[src/rtl/load_store_unit_pkg.sv]
// rtl/load_store_unit_pkg.sv - funct3 codes, LSU state encoding and store/legality helpers
package load_store_unit_pkg;

  localparam logic [2:0] F3_LB  = 3'b000;
  localparam logic [2:0] F3_LH  = 3'b001;
  localparam logic [2:0] F3_LW  = 3'b010;
  localparam logic [2:0] F3_LBU = 3'b100;
  localparam logic [2:0] F3_LHU = 3'b101;
  localparam logic [2:0] F3_SB  = 3'b000;
  localparam logic [2:0] F3_SH  = 3'b001;
  localparam logic [2:0] F3_SW  = 3'b010;

  typedef enum logic [1:0] {
    ST_IDLE = 2'd0,
    ST_REQ  = 2'd1,
    ST_DONE = 2'd2
  } lsu_state_e;

  // Legal means a known funct3 for the direction and natural alignment for its size.
  function automatic logic access_legal(input logic is_store, input logic [2:0] f, input logic [1:0] lo);
    logic ok;
    ok = 1'b0;
    if (is_store) begin
      case (f)
        F3_SB:   ok = 1'b1;
        F3_SH:   ok = ~lo[0];
        F3_SW:   ok = (lo == 2'b00);
        default: ok = 1'b0;
      endcase
    end else begin
      case (f)
        F3_LB, F3_LBU: ok = 1'b1;
        F3_LH, F3_LHU: ok = ~lo[0];
        F3_LW:         ok = (lo == 2'b00);
        default:       ok = 1'b0;
      endcase
    end
    return ok;
  endfunction

  function automatic logic [3:0] store_be(input logic [2:0] f, input logic [1:0] lo);
    logic [3:0] be;
    case (f)
      F3_SB:   be = 4'b0001 << lo;
      F3_SH:   be = 4'b0011 << lo;
      default: be = 4'b1111;
    endcase
    return be;
  endfunction

  function automatic logic [31:0] store_wdata(input logic [2:0] f, input logic [31:0] wd);
    logic [31:0] d;
    case (f)
      F3_SB:   d = {4{wd[7:0]}};
      F3_SH:   d = {2{wd[15:0]}};
      default: d = wd;
    endcase
    return d;
  endfunction

endpackage

[src/rtl/load_store_unit_if.sv]
// rtl/load_store_unit_if.sv - req/ack data bus between the LSU (master) and memory (slave)
interface load_store_unit_if;
  logic        bus_req;
  logic        bus_we;
  logic [31:0] bus_addr;
  logic [3:0]  bus_be;
  logic [31:0] bus_wdata;
  logic [31:0] bus_rdata;
  logic        bus_ack;

  modport master (
    output bus_req, bus_we, bus_addr, bus_be, bus_wdata,
    input  bus_rdata, bus_ack
  );

  modport slave (
    input  bus_req, bus_we, bus_addr, bus_be, bus_wdata,
    output bus_rdata, bus_ack
  );
endinterface

[src/rtl/load_store_unit_load_align.sv]
// rtl/load_store_unit_load_align.sv - load_align: byte/half/word extraction and extension of a bus word
module load_align
  import load_store_unit_pkg::*;
(
  input  logic [31:0] word,
  input  logic [1:0]  addr_lo,
  input  logic [2:0]  f3,
  output logic [31:0] data
);

  logic [7:0]  byte_sel;
  logic [15:0] half_sel;

  always_comb begin
    case (addr_lo)
      2'd0:    byte_sel = word[7:0];
      2'd1:    byte_sel = word[15:8];
      2'd2:    byte_sel = word[23:16];
      default: byte_sel = word[31:24];
    endcase
    half_sel = addr_lo[1] ? word[31:16] : word[15:0];
  end

  always_comb begin
    data = '0;
    case (f3)
      F3_LB:   data = {{24{byte_sel[7]}}, byte_sel};
      F3_LH:   data = {{16{half_sel[15]}}, half_sel};
      F3_LW:   data = word;
      F3_LBU:  data = {24'd0, byte_sel};
      F3_LHU:  data = {16'd0, half_sel};
      default: data = '0;
    endcase
  end

endmodule

[src/rtl/load_store_unit.sv]
// rtl/load_store_unit.sv - RV32I memory stage with req/ack bus; LSU_TIMEOUT_EN adds a REQ watchdog
module load_store_unit
  import load_store_unit_pkg::*;
#(
  parameter int TIMEOUT_CYCLES = 16
)
(
  input  logic                      clk,
  input  logic                      rst,
  input  logic                      mem_rd,
  input  logic                      mem_wr,
  input  logic [2:0]                f3,
  input  logic [31:0]               alu_res,
  input  logic [31:0]               write_data,
  output logic [31:0]               read_data,
  output logic                      stall,
  output logic                      misalign,
  output logic                      bus_err,
  load_store_unit_if.master         bus
);

  lsu_state_e  state_q, state_d;
  logic        bus_req_q, bus_req_d;
  logic        bus_we_q, bus_we_d;
  logic [31:0] bus_addr_q, bus_addr_d;
  logic [3:0]  bus_be_q, bus_be_d;
  logic [31:0] bus_wdata_q, bus_wdata_d;
  logic [1:0]  addr_lo_q, addr_lo_d;
  logic [2:0]  f3_q, f3_d;
  logic [31:0] rdata_q, rdata_d;

  logic        access;
  logic        legal;
  logic        timeout;
  logic [31:0] aligned;

  assign access = mem_rd | mem_wr;
  assign legal  = access_legal(mem_wr, f3, alu_res[1:0]);

`ifdef LSU_TIMEOUT_EN
  localparam int CNT_W = $clog2(TIMEOUT_CYCLES + 1);
  logic [CNT_W-1:0] cnt_q, cnt_d;
  logic             err_q, err_d;

  // Held at zero outside REQ, so every REQ entry starts a fresh count.
  always_comb begin
    cnt_d = '0;
    if (state_q == ST_REQ) cnt_d = cnt_q + 1'b1;
  end

  assign timeout = (state_q == ST_REQ) && !bus.bus_ack && (cnt_q == CNT_W'(TIMEOUT_CYCLES - 1));
  assign err_d   = timeout;
  assign bus_err = err_q;

  always_ff @(posedge clk) begin
    if (rst) begin
      cnt_q <= '0;
      err_q <= 1'b0;
    end else begin
      cnt_q <= cnt_d;
      err_q <= err_d;
    end
  end
`else
  assign timeout = 1'b0;
  assign bus_err = 1'b0;
`endif

  always_comb begin
    state_d     = state_q;
    bus_req_d   = bus_req_q;
    bus_we_d    = bus_we_q;
    bus_addr_d  = bus_addr_q;
    bus_be_d    = bus_be_q;
    bus_wdata_d = bus_wdata_q;
    addr_lo_d   = addr_lo_q;
    f3_d        = f3_q;
    rdata_d     = rdata_q;
    stall       = 1'b0;
    misalign    = 1'b0;
    unique case (state_q)
      ST_IDLE: begin
        if (access) begin
          if (legal) begin
            stall       = 1'b1;
            state_d     = ST_REQ;
            bus_req_d   = 1'b1;
            bus_we_d    = mem_wr;
            bus_addr_d  = {alu_res[31:2], 2'b00};
            bus_be_d    = mem_wr ? store_be(f3, alu_res[1:0]) : 4'b1111;
            bus_wdata_d = mem_wr ? store_wdata(f3, write_data) : '0;
            addr_lo_d   = alu_res[1:0];
            f3_d        = f3;
            rdata_d     = '0;
          end else begin
            misalign = 1'b1;
          end
        end
      end
      ST_REQ: begin
        stall = 1'b1;
        if (bus.bus_ack) begin
          bus_req_d = 1'b0;
          rdata_d   = bus.bus_rdata;
          state_d   = ST_DONE;
        end else if (timeout) begin
          bus_req_d = 1'b0;
          rdata_d   = '0;
          state_d   = ST_DONE;
        end
      end
      ST_DONE: state_d = ST_IDLE;
      default: state_d = ST_IDLE;
    endcase
    if (rst) begin
      stall    = 1'b0;
      misalign = 1'b0;
    end
  end

  always_ff @(posedge clk) begin
    if (rst) begin
      state_q     <= ST_IDLE;
      bus_req_q   <= 1'b0;
      bus_we_q    <= 1'b0;
      bus_addr_q  <= '0;
      bus_be_q    <= 4'b0000;
      bus_wdata_q <= '0;
      addr_lo_q   <= 2'b00;
      f3_q        <= 3'b000;
      rdata_q     <= '0;
    end else begin
      state_q     <= state_d;
      bus_req_q   <= bus_req_d;
      bus_we_q    <= bus_we_d;
      bus_addr_q  <= bus_addr_d;
      bus_be_q    <= bus_be_d;
      bus_wdata_q <= bus_wdata_d;
      addr_lo_q   <= addr_lo_d;
      f3_q        <= f3_d;
      rdata_q     <= rdata_d;
    end
  end

  load_align u_load_align (
    .word    (rdata_q),
    .addr_lo (addr_lo_q),
    .f3      (f3_q),
    .data    (aligned)
  );

  // Stores retire with zero so a stale captured word never reaches the register file.
  assign read_data     = (state_q == ST_DONE && !bus_we_q) ? aligned : '0;
  assign bus.bus_req   = bus_req_q;
  assign bus.bus_we    = bus_we_q;
  assign bus.bus_addr  = bus_addr_q;
  assign bus.bus_be    = bus_be_q;
  assign bus.bus_wdata = bus_wdata_q;

endmodule
[src/flat_wrapper.sv]
// flat-port wrapper written by rule: the top's interface ports become plain ports
module load_store_unit_flat import load_store_unit_pkg::*;
#(
  parameter int TIMEOUT_CYCLES = 16
)
  (clk, rst, mem_rd, mem_wr, f3, alu_res, write_data, read_data, stall, misalign, bus_err, bus_bus_req, bus_bus_we, bus_bus_addr, bus_bus_be, bus_bus_wdata, bus_bus_rdata, bus_bus_ack);
  load_store_unit_if bus_i ();
  input  logic clk;
  input  logic rst;
  input  logic mem_rd;
  input  logic mem_wr;
  input  logic [2:0] f3;
  input  logic [31:0] alu_res;
  input  logic [31:0] write_data;
  output logic [31:0] read_data;
  output logic stall;
  output logic misalign;
  output logic bus_err;
  output wire logic [$bits(bus_i.bus_req)-1:0] bus_bus_req;
  output wire logic [$bits(bus_i.bus_we)-1:0] bus_bus_we;
  output wire logic [$bits(bus_i.bus_addr)-1:0] bus_bus_addr;
  output wire logic [$bits(bus_i.bus_be)-1:0] bus_bus_be;
  output wire logic [$bits(bus_i.bus_wdata)-1:0] bus_bus_wdata;
  input wire logic [$bits(bus_i.bus_rdata)-1:0] bus_bus_rdata;
  input wire logic [$bits(bus_i.bus_ack)-1:0] bus_bus_ack;
  assign bus_bus_req = bus_i.bus_req;
  assign bus_bus_we = bus_i.bus_we;
  assign bus_bus_addr = bus_i.bus_addr;
  assign bus_bus_be = bus_i.bus_be;
  assign bus_bus_wdata = bus_i.bus_wdata;
  assign bus_i.bus_rdata = bus_bus_rdata;
  assign bus_i.bus_ack = bus_bus_ack;
  load_store_unit #(.TIMEOUT_CYCLES(TIMEOUT_CYCLES)) u_core (.clk(clk), .rst(rst), .mem_rd(mem_rd), .mem_wr(mem_wr), .f3(f3), .alu_res(alu_res), .write_data(write_data), .read_data(read_data), .stall(stall), .misalign(misalign), .bus_err(bus_err), .bus(bus_i));
endmodule
[config.mk]
export PLATFORM = sky130hd
export DESIGN_NAME = load_store_unit_flat
export DESIGN_NICKNAME = d
export VERILOG_FILES = /design/src/rtl/load_store_unit_pkg.sv /design/src/rtl/load_store_unit_if.sv /design/src/rtl/load_store_unit_load_align.sv /design/src/rtl/load_store_unit.sv /design/src/flat_wrapper.sv
export SDC_FILE = /design/constraint.sdc
export NUM_CORES = 1
export LEC_CHECK = 0
export CORE_ASPECT_RATIO = 2
export CORE_MARGIN = 5
export CORE_UTILIZATION = 42
export DETAILED_ROUTE_END_ITERATION = 10
export PLACE_DENSITY_LB_ADDON = 0.1
export SYNTH_ARGS = -nofsm -noshare
export SYNTH_HDL_FRONTEND = slang
export SYNTH_SLANG_ARGS = --single-unit
[constraint.sdc]
create_clock -name clk -period 5.7 [get_ports clk]
set_input_delay 1.71 -clock clk [delete_from_list [all_inputs] [get_ports clk]]
set_output_delay 1.71 -clock clk [all_outputs]
set_load 0.02 [all_outputs]
==> impl_metrics.ini <==
[finish]
syn_to_final_growth_pct = 52.2
design_area_sq_um = 7080
nets = 815
layout-drive-gt1-share = 0.0754
post-route-util = 0.651
final-instance-count-excl-fill = 857

[timing]
finalHoldWorstSlack_ns = 0.455
postLayoutSetupSlackWorst_ns = 0.293
relSlewSlack = 0.180
worst_margin_pin_slew_ns = 1.23
setup_viol = 0
fmax_mhz = 185
final_max_slew_viol_count = 0
hold_violations = 0
grt_setup_unrepaired = false
total_negative_slack_for_setup_checks_ns = 0
fin_worst_skew_ns = 0.0103
period_needed_ns = 5.41
post-route-period-util = 0.949

[hold_path]
hp-class = reg2reg

[synth]
mappedNetlistArea_sq_um = 4650
synthDominantAreaCellType = sky130_fd_sc_hd__dfxtp_1
synth-warning-count = 0
ys_seq_elements = 107
synthDominantCellAreaShare = 0.461
synthCells = 532
synth.distinct_cells = 38
synth.avg_cell_area_sq_um = 8.74
yosys_most_used_dff = sky130_fd_sc_hd__dfxtp_1
synth-async-reset-ratio = 0
synthTopCellsByArea = sky130_fd_sc_hd__dfxtp_1 (46%), sky130_fd_sc_hd__nand2_1 (9.2%), sky130_fd_sc_hd__a22o_1 (9.0%)
post_synth_edffs = 0
synth-seq-area-share = 0.461

[detailed_routing]
drc = 0
antenna_left = 0
wire_per_inst_um = 18.2
drt-initial-drc-count = 174
drt-vias-per-instance = 5.42
routed_wirelength_um = 15600
route.vias.total = 4641
dr.pass1.iters = 6

[place]
gpl.final_weighted_congestion = 0.846
dpl.cell_count = 840
placed_cell_area_sq_um = 6770
hpwl_um = 11800
setup_slack_after_placement_ns = 0.0127
portBuffers = 205

[die]
die-width_um = 84.4
die_area_sq_um = 13400
i_o_pin_total = 209
floorplan.rows = 54
coreArea_sq_um = 10900
die_height_um = 159
floorplan.initialDensity = 0.427

[clock_tree]
post_cts.repair.setup_buffers = 0
clk_latency_ns = 0.34
tritoncts = built
htreeDepth = 3
clock_sink_count = 107
ctsHoldBuffers = 0
cts_root_buf = sky130_fd_sc_hd__clkbuf_16
path_clk_slew_ns = 0.06
max-clock-path-buffers = 2
number_of_buffers_inserted_during_clock_tree_synthesis = 9

[worst_setup_path]
arrival_ns = 3.70
reg2reg_slack_ns = 3.41
critPathTopFamily = simple AND/OR/NAND/NOR gates
startpoint_to_endpoint_class_of_the_critical_path = in2out
path_cells = clkdlybuf4s50_1 > or4_1 > a2111oi_4 > nor2_1 > nor3_1 > dlygate4sd2_1
path_max_fanout = 3
timing.critical_path.slowest_cell_delay_ns = 0.60
critical_path_buf_inv_count = 2
end_kind = output pin
crit_required_ns = 3.99
worst_path_max_delay_cell = sky130_fd_sc_hd__or4_1
critical_path.startpoint_type = primary input

[grt]
antenna_found_initial = 1
grt_residual_overflow = 0
grt_pass1_wl_um = 24500
pin_count_of_the_biggest_net_entering_global_routing = 59
globalRouteTotalUtil = 0.227
number_of_global_route_vias_before_repair = 4706

[outcome]
run_status = finished clean

[pwr]
peak_vdd_ir_mv = 0.166
power_per_cell_area_nw_per_um2 = 250
static_power_due_to_leakage_nw = 2.48
total_power_mw = 1.77

[flow_run]
cap_violations = 0
what timing repair did:
| action | CTS | global route |
|---|---|---|
| resized for setup | 1 | 0 |
| endpoints found under the hold margin | 0 | 0 |
| endpoints found under the setup margin | 1 | 0 |
synth_stat cells (2+ instances only):
library cell / count
sky130_fd_sc_hd__a21o_1: 2
sky130_fd_sc_hd__a21oi_1: 79
sky130_fd_sc_hd__a222oi_1: 7
sky130_fd_sc_hd__a22o_1: 48
sky130_fd_sc_hd__a22oi_1: 7
sky130_fd_sc_hd__and3_1: 2
sky130_fd_sc_hd__buf_1: 3
sky130_fd_sc_hd__buf_2: 6
sky130_fd_sc_hd__buf_4: 5
sky130_fd_sc_hd__clkbuf_1: 37
sky130_fd_sc_hd__dfxtp_1: 107
sky130_fd_sc_hd__inv_1: 2
sky130_fd_sc_hd__mux2_2: 9
sky130_fd_sc_hd__mux2i_1: 10
sky130_fd_sc_hd__mux4_2: 7
sky130_fd_sc_hd__nand2_1: 114
sky130_fd_sc_hd__nand3_1: 17
sky130_fd_sc_hd__nor2_1: 23
sky130_fd_sc_hd__nor3_1: 9
sky130_fd_sc_hd__nor3b_1: 3
sky130_fd_sc_hd__o21a_1: 17
sky130_fd_sc_hd__o21ai_0: 2
logic make-up after synthesis:
| family | count (synthesis) | synth area share |
|---|---|---|
| buf+inv | 53 | 0.0485 |
| simple gates | 175 | 0.158 |
| other cells | 1 | 0.000807 |
| compound gates | 170 | 0.254 |
| mux | 26 | 0.0773 |
| flops | 107 | 0.461 |
sequential cells by signal (all words and copies together) (netlist names):
name	cells
u_core.state_q	2
u_core.f3_q	3
u_core.bus.bus_we	1
u_core.bus.bus_req	1
u_core.bus.bus_addr	30
u_core.bus.bus_be	4
u_core.addr_lo_q	2
u_core.rdata_q	32
u_core.bus.bus_wdata	32
placed cells by master (no fill, tap or decap), types with 2 or more instances in the layout:
cell | synthesis | routed
sky130_fd_sc_hd__a21o_1 | 2 | 2
sky130_fd_sc_hd__a21oi_1 | 79 | 79
sky130_fd_sc_hd__a222oi_1 | 7 | 7
sky130_fd_sc_hd__a22o_1 | 48 | 48
sky130_fd_sc_hd__a22oi_1 | 7 | 7
sky130_fd_sc_hd__and3_1 | 2 | 2
sky130_fd_sc_hd__buf_4 | 5 | 12
sky130_fd_sc_hd__clkbuf_16 | 0 | 9
sky130_fd_sc_hd__clkdlybuf4s50_1 | 0 | 203
sky130_fd_sc_hd__clkinv_4 | 0 | 2
sky130_fd_sc_hd__conb_1 | 1 | 3
sky130_fd_sc_hd__dfxtp_1 | 107 | 107
sky130_fd_sc_hd__inv_1 | 2 | 2
sky130_fd_sc_hd__inv_6 | 0 | 2
sky130_fd_sc_hd__mux2_2 | 9 | 9
sky130_fd_sc_hd__mux2i_1 | 10 | 10
sky130_fd_sc_hd__mux4_2 | 7 | 7
sky130_fd_sc_hd__nand2_1 | 114 | 114
sky130_fd_sc_hd__nand3_1 | 17 | 17
sky130_fd_sc_hd__nor2_1 | 23 | 21
sky130_fd_sc_hd__nor2_2 | 0 | 2
sky130_fd_sc_hd__nor3_1 | 9 | 9
sky130_fd_sc_hd__nor3b_2 | 0 | 2
sky130_fd_sc_hd__o21a_1 | 17 | 17
sky130_fd_sc_hd__o21ai_0 | 2 | 2
where the power goes:
| part | leakage [nW] | switching, mW | internal (mW) |
|---|---|---|---|
| registers | 0.870 | 0.0284 | 0.781 |
| clock network | 0.153 | 0.283 | 0.357 |
| logic | 1.45 | 0.159 | 0.162 |
| total | 2.48 | 0.470 | 1.30 |
area by class of cell:
type                       count  area [sq um]
antenna                        1          2.50
timing repair buffer         217          2140
clock buffer                  10           239
tap                          140           175
multi-input combinational    374          2300
sequential                   107          2140
clock inverter                 6          70.1
fill                         948          3800
inverter                       2          7.51
worst min-delay path: stages, from the launching register on:
cell	delay (ns)
sky130_fd_sc_hd__dfxtp_1	0.31
sky130_fd_sc_hd__nand2_1	0.05
sky130_fd_sc_hd__a21oi_1	0.05
worst paths after layout:
| check | cells past startpoint | start | endpoint |
|---|---|---|---|
| worst max-delay path | 6 | f3[0] | stall |
| worst min-delay path | 2 | u_core.bus.bus_addr[2]$_SDFFE_PP0P_ | u_core.bus.bus_addr[2]$_SDFFE_PP0P_ |
| worst max register to register | 3 | u_core.state_q[1]$_SDFFE_PP0P_ | u_core.bus.bus_wdata[29]$_SDFFE_PP0P_ |
| worst min register to register | 2 | u_core.bus.bus_addr[2]$_SDFFE_PP0P_ | u_core.bus.bus_addr[2]$_SDFFE_PP0P_ |
per-layer routing:
metal	GRT usage	part of all wire	wire length (um)	vias to the layer above
met2	0.408	0.53	8290	171
met1	0.225	0.35	5400	2175
met4	0.128	0.048	749	0
met5	0	0	0	-
li1	-	-	-	2257
met3	0.0700	0.076	1180	38
(Power assumes the default switching activity.)
